==> src/rtl/load_store_unit_pkg.sv <==
// Shared definitions for the load/store unit: RV64 Funct3 encodings,
// controller state encoding, default geometry and the alignment helper.
package load_store_unit_pkg;

    localparam int DEPTH_DEF = 32;
    localparam int IDX_W_DEF = 5;

    localparam logic [2:0] F3_B  = 3'b000;
    localparam logic [2:0] F3_H  = 3'b001;
    localparam logic [2:0] F3_W  = 3'b010;
    localparam logic [2:0] F3_D  = 3'b011;
    localparam logic [2:0] F3_BU = 3'b100;
    localparam logic [2:0] F3_HU = 3'b101;
    localparam logic [2:0] F3_WU = 3'b110;

    typedef enum logic [2:0] {
        ST_IDLE    = 3'd0,
        ST_RD_REQ  = 3'd1,
        ST_RD_WAIT = 3'd2,
        ST_WR      = 3'd3,
        ST_DONE    = 3'd4
    } lsu_state_e;

    // Funct3[1:0] encodes the access size for every legal load and store.
    function automatic logic lsu_misaligned(input logic [1:0] size, input logic [2:0] lo);
        logic mis;
        case (size)
            2'b00:   mis = 1'b0;
            2'b01:   mis = lo[0];
            2'b10:   mis = |lo[1:0];
            2'b11:   mis = |lo;
            default: mis = 1'b0;
        endcase
        return mis;
    endfunction

endpackage

==> src/rtl/lsu_lane_align.sv <==
// Byte-lane datapath shared by loads and stores: extracts and extends a
// load value from a doubleword, and merges store bytes into a doubleword.
module lsu_lane_align
    import load_store_unit_pkg::*;
(
    input  logic [63:0] rdata,
    input  logic [63:0] wdata,
    input  logic [2:0]  lane,
    input  logic [2:0]  funct3,
    output logic [63:0] load_data,
    output logic [63:0] merge_data
);

    logic [5:0]  shamt_s;
    logic [63:0] shifted_s;
    logic [63:0] mask_s;
    logic [63:0] lane_mask_s;

    assign shamt_s   = {lane, 3'b000};
    assign shifted_s = rdata >> shamt_s;

    // Load path: take the addressed lane from bit 0 and extend it per Funct3.
    always_comb begin
        load_data = 64'd0;
        case (funct3)
            F3_B:    load_data = {{56{shifted_s[7]}}, shifted_s[7:0]};
            F3_H:    load_data = {{48{shifted_s[15]}}, shifted_s[15:0]};
            F3_W:    load_data = {{32{shifted_s[31]}}, shifted_s[31:0]};
            F3_D:    load_data = shifted_s;
            F3_BU:   load_data = {56'd0, shifted_s[7:0]};
            F3_HU:   load_data = {48'd0, shifted_s[15:0]};
            F3_WU:   load_data = {32'd0, shifted_s[31:0]};
            default: load_data = 64'd0;
        endcase
    end

    // Store path: replace only the bytes covered by the access size at the lane.
    always_comb begin
        mask_s = 64'd0;
        case (funct3[1:0])
            2'b00:   mask_s = 64'h0000_0000_0000_00FF;
            2'b01:   mask_s = 64'h0000_0000_0000_FFFF;
            2'b10:   mask_s = 64'h0000_0000_FFFF_FFFF;
            2'b11:   mask_s = 64'hFFFF_FFFF_FFFF_FFFF;
            default: mask_s = 64'd0;
        endcase
        lane_mask_s = mask_s << shamt_s;
        merge_data  = (rdata & ~lane_mask_s) | ((wdata << shamt_s) & lane_mask_s);
    end

endmodule

==> src/rtl/load_store_unit.sv <==
// RV64 load/store unit: turns byte-addressed requests into doubleword memory
// accesses, uses read-modify-write for sub-word stores and stalls the core
// until each access completes.
module load_store_unit
    import load_store_unit_pkg::*;
#(
    parameter int DEPTH = DEPTH_DEF,
    parameter int IDX_W = IDX_W_DEF
) (
    input  logic             clk,
    input  logic             reset,
    input  logic [63:0]      ALUResult,
    input  logic [63:0]      ReadData2,
    input  logic             MemRead,
    input  logic             MemWrite,
    input  logic [2:0]       Funct3,
    output logic [IDX_W-1:0] MemAddr,
    output logic             MemRe,
    output logic             MemWe,
    output logic [63:0]      MemWdata,
    input  logic [63:0]      MemRdata,
    output logic [63:0]      LoadData,
    output logic             Stall,
    output logic             Done,
    output logic             Fault
);

    lsu_state_e       state_r;
    logic [2:0]       addr_lo_r;
    logic [63:0]      wdata_r;
    logic [2:0]       f3_r;
    logic             is_load_r;
    logic             mem_re_r;
    logic             mem_we_r;
    logic             done_r;
    logic             fault_r;
    logic [IDX_W-1:0] mem_addr_r;
    logic [63:0]      mem_wdata_r;
    logic [63:0]      load_data_r;

    logic             req_s;
    logic             misaligned_s;
    logic             range_s;
    logic             illegal_s;
    logic             fault_s;
    logic             stall_s;
    logic [63:0]      load_ext_s;
    logic [63:0]      merged_s;

    lsu_lane_align u_align (
        .rdata      (MemRdata),
        .wdata      (wdata_r),
        .lane       (addr_lo_r),
        .funct3     (f3_r),
        .load_data  (load_ext_s),
        .merge_data (merged_s)
    );

    // Classify the request presented in IDLE; any fault skips memory entirely.
    always_comb begin
        req_s        = MemRead | MemWrite;
        misaligned_s = lsu_misaligned(Funct3[1:0], ALUResult[2:0]);
        range_s      = (ALUResult[63:3] >= 61'(DEPTH));
        if (MemRead && MemWrite) begin
            illegal_s = 1'b1;
        end else if (MemRead) begin
            illegal_s = (Funct3 == 3'b111);
        end else if (MemWrite) begin
            illegal_s = Funct3[2];
        end else begin
            illegal_s = 1'b0;
        end
        fault_s = misaligned_s | range_s | illegal_s;
    end

    // Stall covers the accept cycle and every busy state; released in DONE and under reset.
    always_comb begin
        stall_s = 1'b0;
        if (!reset) begin
            stall_s = 1'b0;
        end else begin
            case (state_r)
                ST_IDLE:    stall_s = req_s;
                ST_RD_REQ:  stall_s = 1'b1;
                ST_RD_WAIT: stall_s = 1'b1;
                ST_WR:      stall_s = 1'b1;
                ST_DONE:    stall_s = 1'b0;
                default:    stall_s = 1'b0;
            endcase
        end
    end

    // Access sequencer; strobes and results are registered on entry to each state.
    always_ff @(posedge clk or negedge reset) begin
        if (!reset) begin
            state_r     <= ST_IDLE;
            addr_lo_r   <= 3'd0;
            wdata_r     <= 64'd0;
            f3_r        <= 3'd0;
            is_load_r   <= 1'b0;
            mem_re_r    <= 1'b0;
            mem_we_r    <= 1'b0;
            done_r      <= 1'b0;
            fault_r     <= 1'b0;
            mem_addr_r  <= '0;
            mem_wdata_r <= 64'd0;
            load_data_r <= 64'd0;
        end else begin
            case (state_r)
                ST_IDLE: begin
                    done_r   <= 1'b0;
                    fault_r  <= 1'b0;
                    mem_re_r <= 1'b0;
                    mem_we_r <= 1'b0;
                    if (req_s) begin
                        addr_lo_r <= ALUResult[2:0];
                        wdata_r   <= ReadData2;
                        f3_r      <= Funct3;
                        is_load_r <= MemRead;
                        if (fault_s) begin
                            load_data_r <= 64'd0;
                            done_r      <= 1'b1;
                            fault_r     <= 1'b1;
                            state_r     <= ST_DONE;
                        end else if (MemWrite && (Funct3 == F3_D)) begin
                            mem_addr_r  <= ALUResult[IDX_W+2:3];
                            mem_wdata_r <= ReadData2;
                            mem_we_r    <= 1'b1;
                            state_r     <= ST_WR;
                        end else begin
                            mem_addr_r <= ALUResult[IDX_W+2:3];
                            mem_re_r   <= 1'b1;
                            state_r    <= ST_RD_REQ;
                        end
                    end
                end
                ST_RD_REQ: begin
                    mem_re_r <= 1'b0;
                    state_r  <= ST_RD_WAIT;
                end
                ST_RD_WAIT: begin
                    if (is_load_r) begin
                        load_data_r <= load_ext_s;
                        done_r      <= 1'b1;
                        state_r     <= ST_DONE;
                    end else begin
                        mem_wdata_r <= merged_s;
                        mem_we_r    <= 1'b1;
                        state_r     <= ST_WR;
                    end
                end
                ST_WR: begin
                    mem_we_r <= 1'b0;
                    done_r   <= 1'b1;
                    state_r  <= ST_DONE;
                end
                ST_DONE: begin
                    done_r  <= 1'b0;
                    fault_r <= 1'b0;
                    state_r <= ST_IDLE;
                end
                default: begin
                    mem_re_r <= 1'b0;
                    mem_we_r <= 1'b0;
                    done_r   <= 1'b0;
                    fault_r  <= 1'b0;
                    state_r  <= ST_IDLE;
                end
            endcase
        end
    end

    assign MemAddr  = mem_addr_r;
    assign MemRe    = mem_re_r;
    assign MemWe    = mem_we_r;
    assign MemWdata = mem_wdata_r;
    assign LoadData = load_data_r;
    assign Stall    = stall_s;
    assign Done     = done_r;
    assign Fault    = fault_r;

endmodule

==> config.mk <==
export PLATFORM = sky130hd
export DESIGN_NAME = load_store_unit
export DESIGN_NICKNAME = d
export VERILOG_FILES = /design/src/rtl/load_store_unit_pkg.sv /design/src/rtl/lsu_lane_align.sv /design/src/rtl/load_store_unit.sv
export SDC_FILE = /design/constraint.sdc
export NUM_CORES = 1
export LEC_CHECK = 0
export CAP_MARGIN = 5
export CELL_PAD_IN_SITES_DETAIL_PLACEMENT = 0
export CELL_PAD_IN_SITES_GLOBAL_PLACEMENT = 2
export CORE_ASPECT_RATIO = 1.5
export CORE_MARGIN = 10
export CORE_UTILIZATION = 34
export DETAILED_ROUTE_END_ITERATION = 8
export HOLD_SLACK_MARGIN = 0.08
export PLACE_DENSITY_LB_ADDON = 0.2
export REMOVE_ABC_BUFFERS = 1
export SETUP_SLACK_MARGIN = 0.5
export SLEW_MARGIN = 20
export SYNTH_ARGS = -nofsm -noshare
export SYNTH_HDL_FRONTEND = slang
export SYNTH_SLANG_ARGS = --single-unit
==> constraint.sdc <==
create_clock -name clk -period 4.2 [get_ports clk]
set_input_delay 0.84 -clock clk [delete_from_list [all_inputs] [get_ports clk]]
set_output_delay 0.84 -clock clk [all_outputs]
set_load 0.05 [all_outputs]
# Word level (Yosys, flattened, before mapping)

Cells that the tools add are included.

Order comparisons: 1
Eq/ne operators: 24
Shift-type cells: 3
Mux-type cells: 36
Bitwise gates (word level): 10
Reductions and logical operators: 18

Operators with widths:

| operator            | count |
|---|---|
| $mux 64             | 7 |
| $pmux 64 s7         | 1 |
| $pmux 64 s2         | 2 |
| $pmux 64 s4         | 1 |
| $and 64x64->64      | 2 |
| $shl 64x6->64       | 2 |
| $not 64->64         | 1 |
| $or 64x64->64       | 1 |
| $shr 64x6->64       | 1 |
| $ge 61x6->1 const B | 1 |
| $eq 3x2->1 const B  | 5 |
| $eq 3x3->1 const B  | 5 |
| $mux 1              | 14 |
| $ne 2x2->1 const B  | 6 |
| $pmux 3 s4          | 1 |
| $mux 3              | 3 |
| $reduce_or 3->1     | 3 |
| $eq 2x2->1 const B  | 4 |
| $pmux 1 s4          | 2 |
| $eq 3x1->1 const B  | 2 |
| $logic_not 3->1     | 2 |
| $pmux 1 s2          | 3 |
| $reduce_and 2->1    | 3 |
| $reduce_and 5->1    | 1 |
| 11 further kinds    | 19 |

Flip-flop bits (word level): 211
Input port bits: 199
Output and inout port bits: 138
Word-level logic and storage cells: 104

# Depth between registers and ports, before layout

Gate-level depths: netlist of run 1.

Word-level depth: 8
Mapped depth: 11
Gate-level depth less buffers: 6

# Modules after synthesis

A second synthesis of run 1 with hierarchy kept.

Cell total of the unflattened synthesis: 1305
Area, all modules: 13546.7 um2

Modules (own cells, without submodules):

| module          | instances | cells an instance | area an instance (um2) |
|---|---|---|---|
| load_store_unit | 1         | 684               | 9007.4 |
| lsu_lane_align  | 1         | 621               | 4539.4 |

# Worst setup path before layout of run 1

OpenSTA, ideal clock, no wires.

Kind: input -> register
Start point: input port ALUResult[15]
End point: register mem_wdata_r[10], in the netlist MemWdata[10]
Setup time: 125 ps
Arrival: 2450 ps
Required time: 4075 ps
Setup slack: 1625 ps
Cell stages on the path: 8
Path through: nor4_1 > nand4_1 > nor4_4 > nand4_2 > nand2b_1 > buf_6 > buf_12 > mux2_4

Longest elaborated chain between the ends: 5

RTL lines:

| item                              | RTL line               | text |
|---|---|---|
| from (decl)                       | load_store_unit.sv:12  | `input logic [63:0] ALUResult,` |
| $ge 61x6->1                       | load_store_unit.sv:63  | `range_s = (ALUResult[63:3] >= 61'(DEPTH));` |
| $or 1x1->1 (2 in series)          | load_store_unit.sv:73  | `fault_s = misaligned_s \| range_s \| illegal_s;` |
| $ne 2x2->1 (no source line)       | --                     |  |
| $reduce_and 5->1 (no source line) | --                     |  |
| to (signal assigned)              | load_store_unit.sv:127 | `mem_wdata_r <= ReadData2;` |
| to (signal assigned)              | load_store_unit.sv:147 | `mem_wdata_r <= merged_s;` |
| to (decl)                         | load_store_unit.sv:38  | `logic [63:0] mem_wdata_r;` |

No other way between the ends.
A chain may end at the register's enable or synchronous reset.

# Final worst setup path of run 1

Start point: input port MemWrite
End point: output port Stall

Longest elaborated chain between the ends: 3

RTL lines:

| item        | RTL line              | text |
|---|---|---|
| from (decl) | load_store_unit.sv:15 | `input logic MemWrite,` |
| $or 1x1->1  | load_store_unit.sv:61 | `req_s = MemRead \| MemWrite;` |
| $pmux 1 s2  | load_store_unit.sv:82 | `case (state_r)` |
| $mux 1      | load_store_unit.sv:79 | `if (!reset) begin` |
| to (decl)   | load_store_unit.sv:23 | `output logic Stall,` |

No other way between the ends.

==> results of run 1 <==
cell usage after synthesis, types with 2 or more instances:
cell / n
dfrtp_1: 211
nand2_1: 140
mux2i_1: 134
mux2_2: 96
o21ai_0: 84
a21oi_1: 70
nor2_1: 49
mux2_4: 48
buf_2: 39
a211oi_1: 37
o21ai_1: 31
clkbuf_1: 30
mux4_2: 29
inv_1: 20
o22ai_1: 20
nor2b_1: 18
a221o_1: 16
buf_4: 16
nand3_1: 16
buf_6: 13
a22o_1: 12
nor4_1: 12
nand2b_1: 9
o211ai_1: 8
o221a_2: 8
o2bb2ai_1: 8
o31ai_1: 8
nor3_1: 6
buf_12: 5
a2111oi_2: 4
nand4_1: 4
nor4_2: 3
or3_1: 3
a21o_1: 2
a22oi_1: 2
and2_1: 2
and3_1: 2
buf_1: 2
nand3b_1: 2
o21ai_2: 2
area by class of cell:
class                      instances  area [µm²]  area share (%)
clock inverter                    10       137.6          0.7758
antenna                            1       2.502         0.01411
timing repair buffer             368        3659           20.62
tap                              495       619.3           3.491
inverter                          20       75.07          0.4232
clock buffer                      34       749.5           4.225
multi-input combinational        904        7207           40.62
sequential                       211        5291           29.83
metrics by stage:
stage                     instance area (µm²)  setup TNS (ps)  setup WS [ps]  std cells  total power, mW
after global routing                    17740               0          653.5       2043            7.220
after global placement                  16850               0          675.8       1998            4.553
after CTS                               17740               0          770.5       2042            6.949
after floorplan                         12500         -175600          -1244       1135            3.775
final                                   17740               0          770.4       2043            6.886
after detailed placement                16850               0          686.4       1998            4.564
worst max-delay path, stage by stage:
cell and delay (ps):
clkdlybuf4s50_1 510, nor2_1 390, a21oi_1 120, clkdlybuf4s50_1 730
report_power, final:
group	switching (mW)	internal, mW
sequential	0.241	2.16
combinational	1.16	0.976
clock	0.920	1.43
metal layers:
layer  wire, µm  up-vias  track usage [%]
met5          0        -                0
met4       1582        0            6.942
met3       3353       67            4.890
met2      26540      385            37.69
met1      21520     5583            25.50
li1           -     5167                -
final timing paths:
check | from | to | slack, ps | cells past startpoint
worst max-delay path | MemWrite | Stall | 770 | 4
worst min-delay path | reset | MemWdata[22] | 190 | 1
worst max register to register | addr_lo_r[1] | MemWdata[50] | 1140 | 7
worst min register to register | LoadData[50] | LoadData[50] | 470 | 2
max in group asynchronous | reset | addr_lo_r[2] | 2230 | 3
min in group clk | LoadData[50] | LoadData[50] | 470 | 2
cells by family after synthesis:
group,count (synthesis),share of synthesized area [%]
simple gates,278,9.911
buf+inv,125,5.743
mux,307,28.80
compound gates,319,15.48
flops,211,40.06
state kept, by name, summed over array words and instances (netlist names):
signal,count
MemAddr,5
MemRe,1
addr_lo_r,3
f3_r,3
state_r,3
Fault,1
MemWdata,64
Done,1
is_load_r,1
LoadData,64
wdata_r,64
MemWe,1
==> key figures, run 1 <==
Floorplanning
  – Site Rows: slightly below 90
  – IO Pins: ~340
  – Die area: between 0.04 and 0.05 mm²
  – Die Wd: between 150 and 200 µm
  – Die H: 261.1 µm
  – Core Area: 0.03843 mm²
  – Initial Util: 34.30%

Clocking
  – H-tree depth: 1
  – Clk root buf: clkbuf_16
  – Worst skew pair latency: 540 ps
  – Hold Buf Count CTS: 0
  – Post-CTS Setup Inserts: 0
  – Post-CTS sizing: 0
  – Num CTS Buffers: 24
  – CTS tree: yes
  – Bufs on Longest Clock Path: 3
  – CTS sink cnt: around 210
  – Clock transition at path regs: about 60 ps

Synth
  – Synth area leader: dfrtp_1
  – Cell variety after synth: between 50 and 60
  – EDFF count, synth: 0
  – Top FF cell, synth: dfrtp_1
  – Ys Warns: 0
  – Share of the synthesized area in the top cell type: between 40% and 50%
  – Yosys reg bits: between 200 and 250
  – Top cells by area, synth: dfrtp_1 40%, mux2i_1 10%, mux2_2 8.2%
  – Mapped Cells: between 1000 and 1500
  – Syn avg cell area: ~11 µm²
  – Asr flop ratio synth: 100.0%
  – Post-Synthesis Cell Area: around 0.013 mm²
  – Sequential share of the synthesized area: 40.06%

Place
  – Routability congestion estimate: 0.8513
  – I/O Buffers: between 300 and 400
  – Dpl hpwl: 38.11 mm

Setup path
  – Crit Path Class: input port to primary output
  – Setup crit start kind: input port
  – Setup crit end kind: primary output
  – WP data arrival: ~2600 ps
  – Critical path required time: between 3000 and 4000 ps
  – Crit Path Max Fanout: 6

Routing
  – DR WL/cell: ~26 µm
  – Detailed-route vias per instance: 5.483
  – DR iter-0 viols: 760
  – Final WL: approximately 53 mm
  – TritonRoute pass-1 iters: 5
  – Final antenna-violating net count: 0
  – Vias: roughly 11000
  – DR DRC count: 0

Run
  – Maximum Capacitance Violations: 0

Power
  – Power per cell area: slightly below 400 mW/mm²
  – P_leak: 7.506 nW
  – Peak supply drop: approximately 0.35 mV

GRT
  – Grt ovf: 0
  – Initial antenna violation count: 1
  – First-pass GRT wire length: just under 80 mm
  – Pin count of the biggest net entering global routing: 83
  – Vias in the first global route: approximately 12000
  – GRT Util Overall: 21.49%

STA
  – Slew @ Worst Pin: 1180 ps
  – # setup viols final: 0
  – Max-slew headroom: 20.66%
  – Fin. Hold Viols: 0
  – Period utilisation layout: approximately four fifths
  – Slew Limit Fails: 0
  – Final setup skew: between 9 and 10 ps
  – RSZ-0062 raised after global routing: no
  – FMAX: 291.6 MHz
  – Hold Slack: 188.9 ps
  – Tmin final: 3430 ps

Final layout
  – Most frequent cells in the layout: 335 x clkdlybuf4s50_1, 208 x dfrtp_1, 139 x nand2_1
  – Utilization after layout: 46.17%
  – Area delta synth->final: 34.60%
  – Layout net count: 1728
  – Fill cells: roughly 3700
  – Commonest non-fill, non-tap cell in the layout: clkdlybuf4s50_1
  – Layout cells sized above 1: a little under a fifth

Run status
  – Status: finished, final reports clean

Worst hold path
  – HP Class: input port to async pin
No activity file was read; power rests on OpenSTA's default activity.
==> inputs of run 2 (changes only) <==
--- a/config.mk
+++ b/config.mk
@@ -10,7 +10,7 @@
 export CELL_PAD_IN_SITES_GLOBAL_PLACEMENT = 2
 export CORE_ASPECT_RATIO = 1.5
 export CORE_MARGIN = 10
-export CORE_UTILIZATION = 34
+export CORE_UTILIZATION = 28
 export DETAILED_ROUTE_END_ITERATION = 8
 export HOLD_SLACK_MARGIN = 0.08
 export PLACE_DENSITY_LB_ADDON = 0.2
==> constraint.sdc (replaced) <==
create_clock -name clk -period 3.05 [get_ports clk]
set_input_delay 0.61 -clock clk [delete_from_list [all_inputs] [get_ports clk]]
set_output_delay 0.61 -clock clk [all_outputs]
set_load 0.05 [all_outputs]
==> run 2 against run 1 <==
Effect of this change: routed wire length rose by 12%; critical path depth fell by 3; worst setup slack got worse by 180 ps; total power rose by 42%; cell area rose by 4.0%; global-route usage fell by 1.1 points; final cell count rose by 7.3%; sequential share of layout area fell by 1.2 points; clock power rose by 38%; combinational power rose by 54%; first-iteration DRC count fell by 15%; die area rose by 19%.
==> key figures, run 2 (synthesized netlist as in run 1, its figures left out) <==
STA
  – Slew Limit Fails: 0 (unchanged)
  – Fin. Hold Viols: 0 (unchanged)
  – RSZ-0062 raised after global routing: no
  – Max-slew headroom: 34.42% (+14 points)
  – Final setup skew: 17.20 ps (+7.228 ps)
  – Period utilisation layout: about four fifths
  – Slew @ Worst Pin: 983.8 ps (-196.6 ps)
  – FMAX: slightly above 400 MHz
  – # setup viols final: 0 (unchanged)
  – Tmin final: 2455 ps
  – Slack of the critical path: 594.6 ps (-175.8 ps)

Routing
  – Met2 wire len: 29.12 mm (+9.7%)
  – Wl on met1: 24.22 mm (+13%)
  – DR iter-0 viols: 645 (-15%)
  – Final antenna-violating net count: 0 (unchanged)
  – Final WL: 59.35 mm (+12%)
  – DR DRC count: 0 (unchanged)
  – DR WL/cell: 27.08 µm (+4.4%)
  – Vias: 11477 (+2.5%)
  – Routed wl met3: 4.166 mm (+24%)
  – Detailed-route vias per instance: 5.236 (-4.5%)
  – TritonRoute pass-1 iters: 5 (unchanged)
  – Top sig layer: met4

Power
  – Pwr Total: 9.747 mW (+42%)
  – Peak supply drop: 0.3621 mV (+3.0%)
  – P_leak: 7.800 nW (+3.9%)
  – Power per cell area: 528.2 mW/mm² (+36%)

Clocking
  – H-tree depth: 1 (unchanged)
  – CTS tree: yes
  – Worst skew pair latency: 560 ps (+20 ps)
  – Hold Buf Count CTS: 0 (unchanged)
  – Clock transition at path regs: 70 ps (about the same)
  – CTS sink cnt: 211 (unchanged)
  – Clk root buf: clkbuf_16
  – Num CTS Buffers: 26 (+8.3%)
  – Bufs on Longest Clock Path: 3 (unchanged)

Setup path
  – Crit Path Class: register to primary output
  – Critical path required time: 2440 ps (-920 ps)
  – Crit path cell chain: clkdlybuf4s50_1
  – Setup crit end kind: primary output
  – Setup crit start kind: register
  – WP data arrival: 1850 ps (-740 ps)
  – Max incr delay on CP: 850 ps (+120 ps)
  – Largest delay contributor family on the critical path: buffers and inverters
  – Crit Path Max Fanout: 2 (-4)
  – Slowest CP cell: clkdlybuf4s50_1
  – Worst path buffer plus inverter count: 1 (-1)

Floorplanning
  – Die Wd: 197.1 µm (+9.1%)
  – Initial Util: 28.28% (-6.0 points)
  – IO Pins: 337 (unchanged)
  – Die area: 0.05633 mm² (+19%)
  – Die H: 285.7 µm (+9.4%)
  – Core Area: 0.04660 mm² (+21%)
  – Site Rows: 97 (+10%)

GRT
  – Initial antenna violation count: 1 (unchanged)
  – GRT Util Overall: 20.38% (-1.1 points)
  – Grt ovf: 0 (unchanged)
  – Pin count of the biggest net entering global routing: 154 (+86%)
  – First-pass GRT wire length: 85.49 mm (+9.5%)
  – Vias in the first global route: 12327 (+4.2%)

Final layout
  – Area delta synth->final: 40.01%
  – Utilization after layout: 39.60% (-6.6 points)
  – Layout net count: 1777 (+2.8%)
  – Most frequent cells in the layout: 334 x clkdlybuf4s50_1, 208 x dfrtp_1, 139 x nand2_1
  – Commonest non-fill, non-tap cell in the layout: clkdlybuf4s50_1
  – Layout cells sized above 1: 21.35% (+2.7 points)

Place
  – I/O Buffers: 336 (unchanged)
  – Dpl ws: -61.34 ps (-747.8 ps)
  – Routability congestion estimate: 0.8257 (-3.0%)
  – Dpl hpwl: 43.68 mm (+15%)

Worst hold path
  – HP Class: input port to async pin

Run status
  – Status: finished, final reports clean

Run
  – Maximum Capacitance Violations: 0 (unchanged)
[run 2: layout make-up]
type / count / area [µm²]
fill: 4648 / 28150
multi-input combinational: 904 / 7249
sequential: 211 / 5291
timing repair buffer: 415 / 4222
clock buffer: 38 / 767.0
tap: 594 / 743.2
clock inverter: 9 / 103.9
inverter: 20 / 75.07
antenna: 1 / 2.502
[run 2: report_power, final]
group	internal [mW]	switching, mW
logic	1.50	1.78
clock network	1.91	1.34
registers	2.98	0.237
total	6.39	3.36
[run 2: path summary, 6_finish.rpt]
kind / to / cells past startpoint / slack (ps) / from
hold / removal: wdata_r[32] / 2 / 130 / reset
setup / recovery: LoadData[46] / 1 / 590 / LoadData[46]
hold reg to reg: LoadData[51] / 2 / 470 / LoadData[51]
min in group clk: LoadData[51] / 2 / 470 / LoadData[51]
setup reg to reg: LoadData[38] / 8 / 660 / addr_lo_r[1]
max in group asynchronous: MemWdata[57] / 2 / 2110 / reset
[run 2: routing by layer]
layer | vias to the layer above | global-route usage (%)
met2 | 390 | 34.69
met4 | 0 | 6.804
li1 | 5271 | -
met5 | - | 0
met1 | 5736 | 24.59
met3 | 80 | 4.972
[run 2: what timing repair did]
| action | CTS | global route |
|---|---|---|
| setup buffers | 3 | 5 |
| setup endpoints to repair | 20 | 88 |
| resized for setup | 4 | 11 |
| cloned | 0 | 3 |
| pin swaps | 0 | 2 |
[run 2: metrics by stage]
step	cell area, µm²	hold slack (ps)	cells	setup TNS (ps)
4_1_cts	18240	263.1	2183	0
3_5_place_dp	17330	455.3	2133	-2180
6_report	18450	134.9	2192	0
3_3_place_gp	17330	451.1	2133	-2054
2_1_floorplan	12500	314.4	1135	-411350
5_1_grt	18450	218.1	2192	0
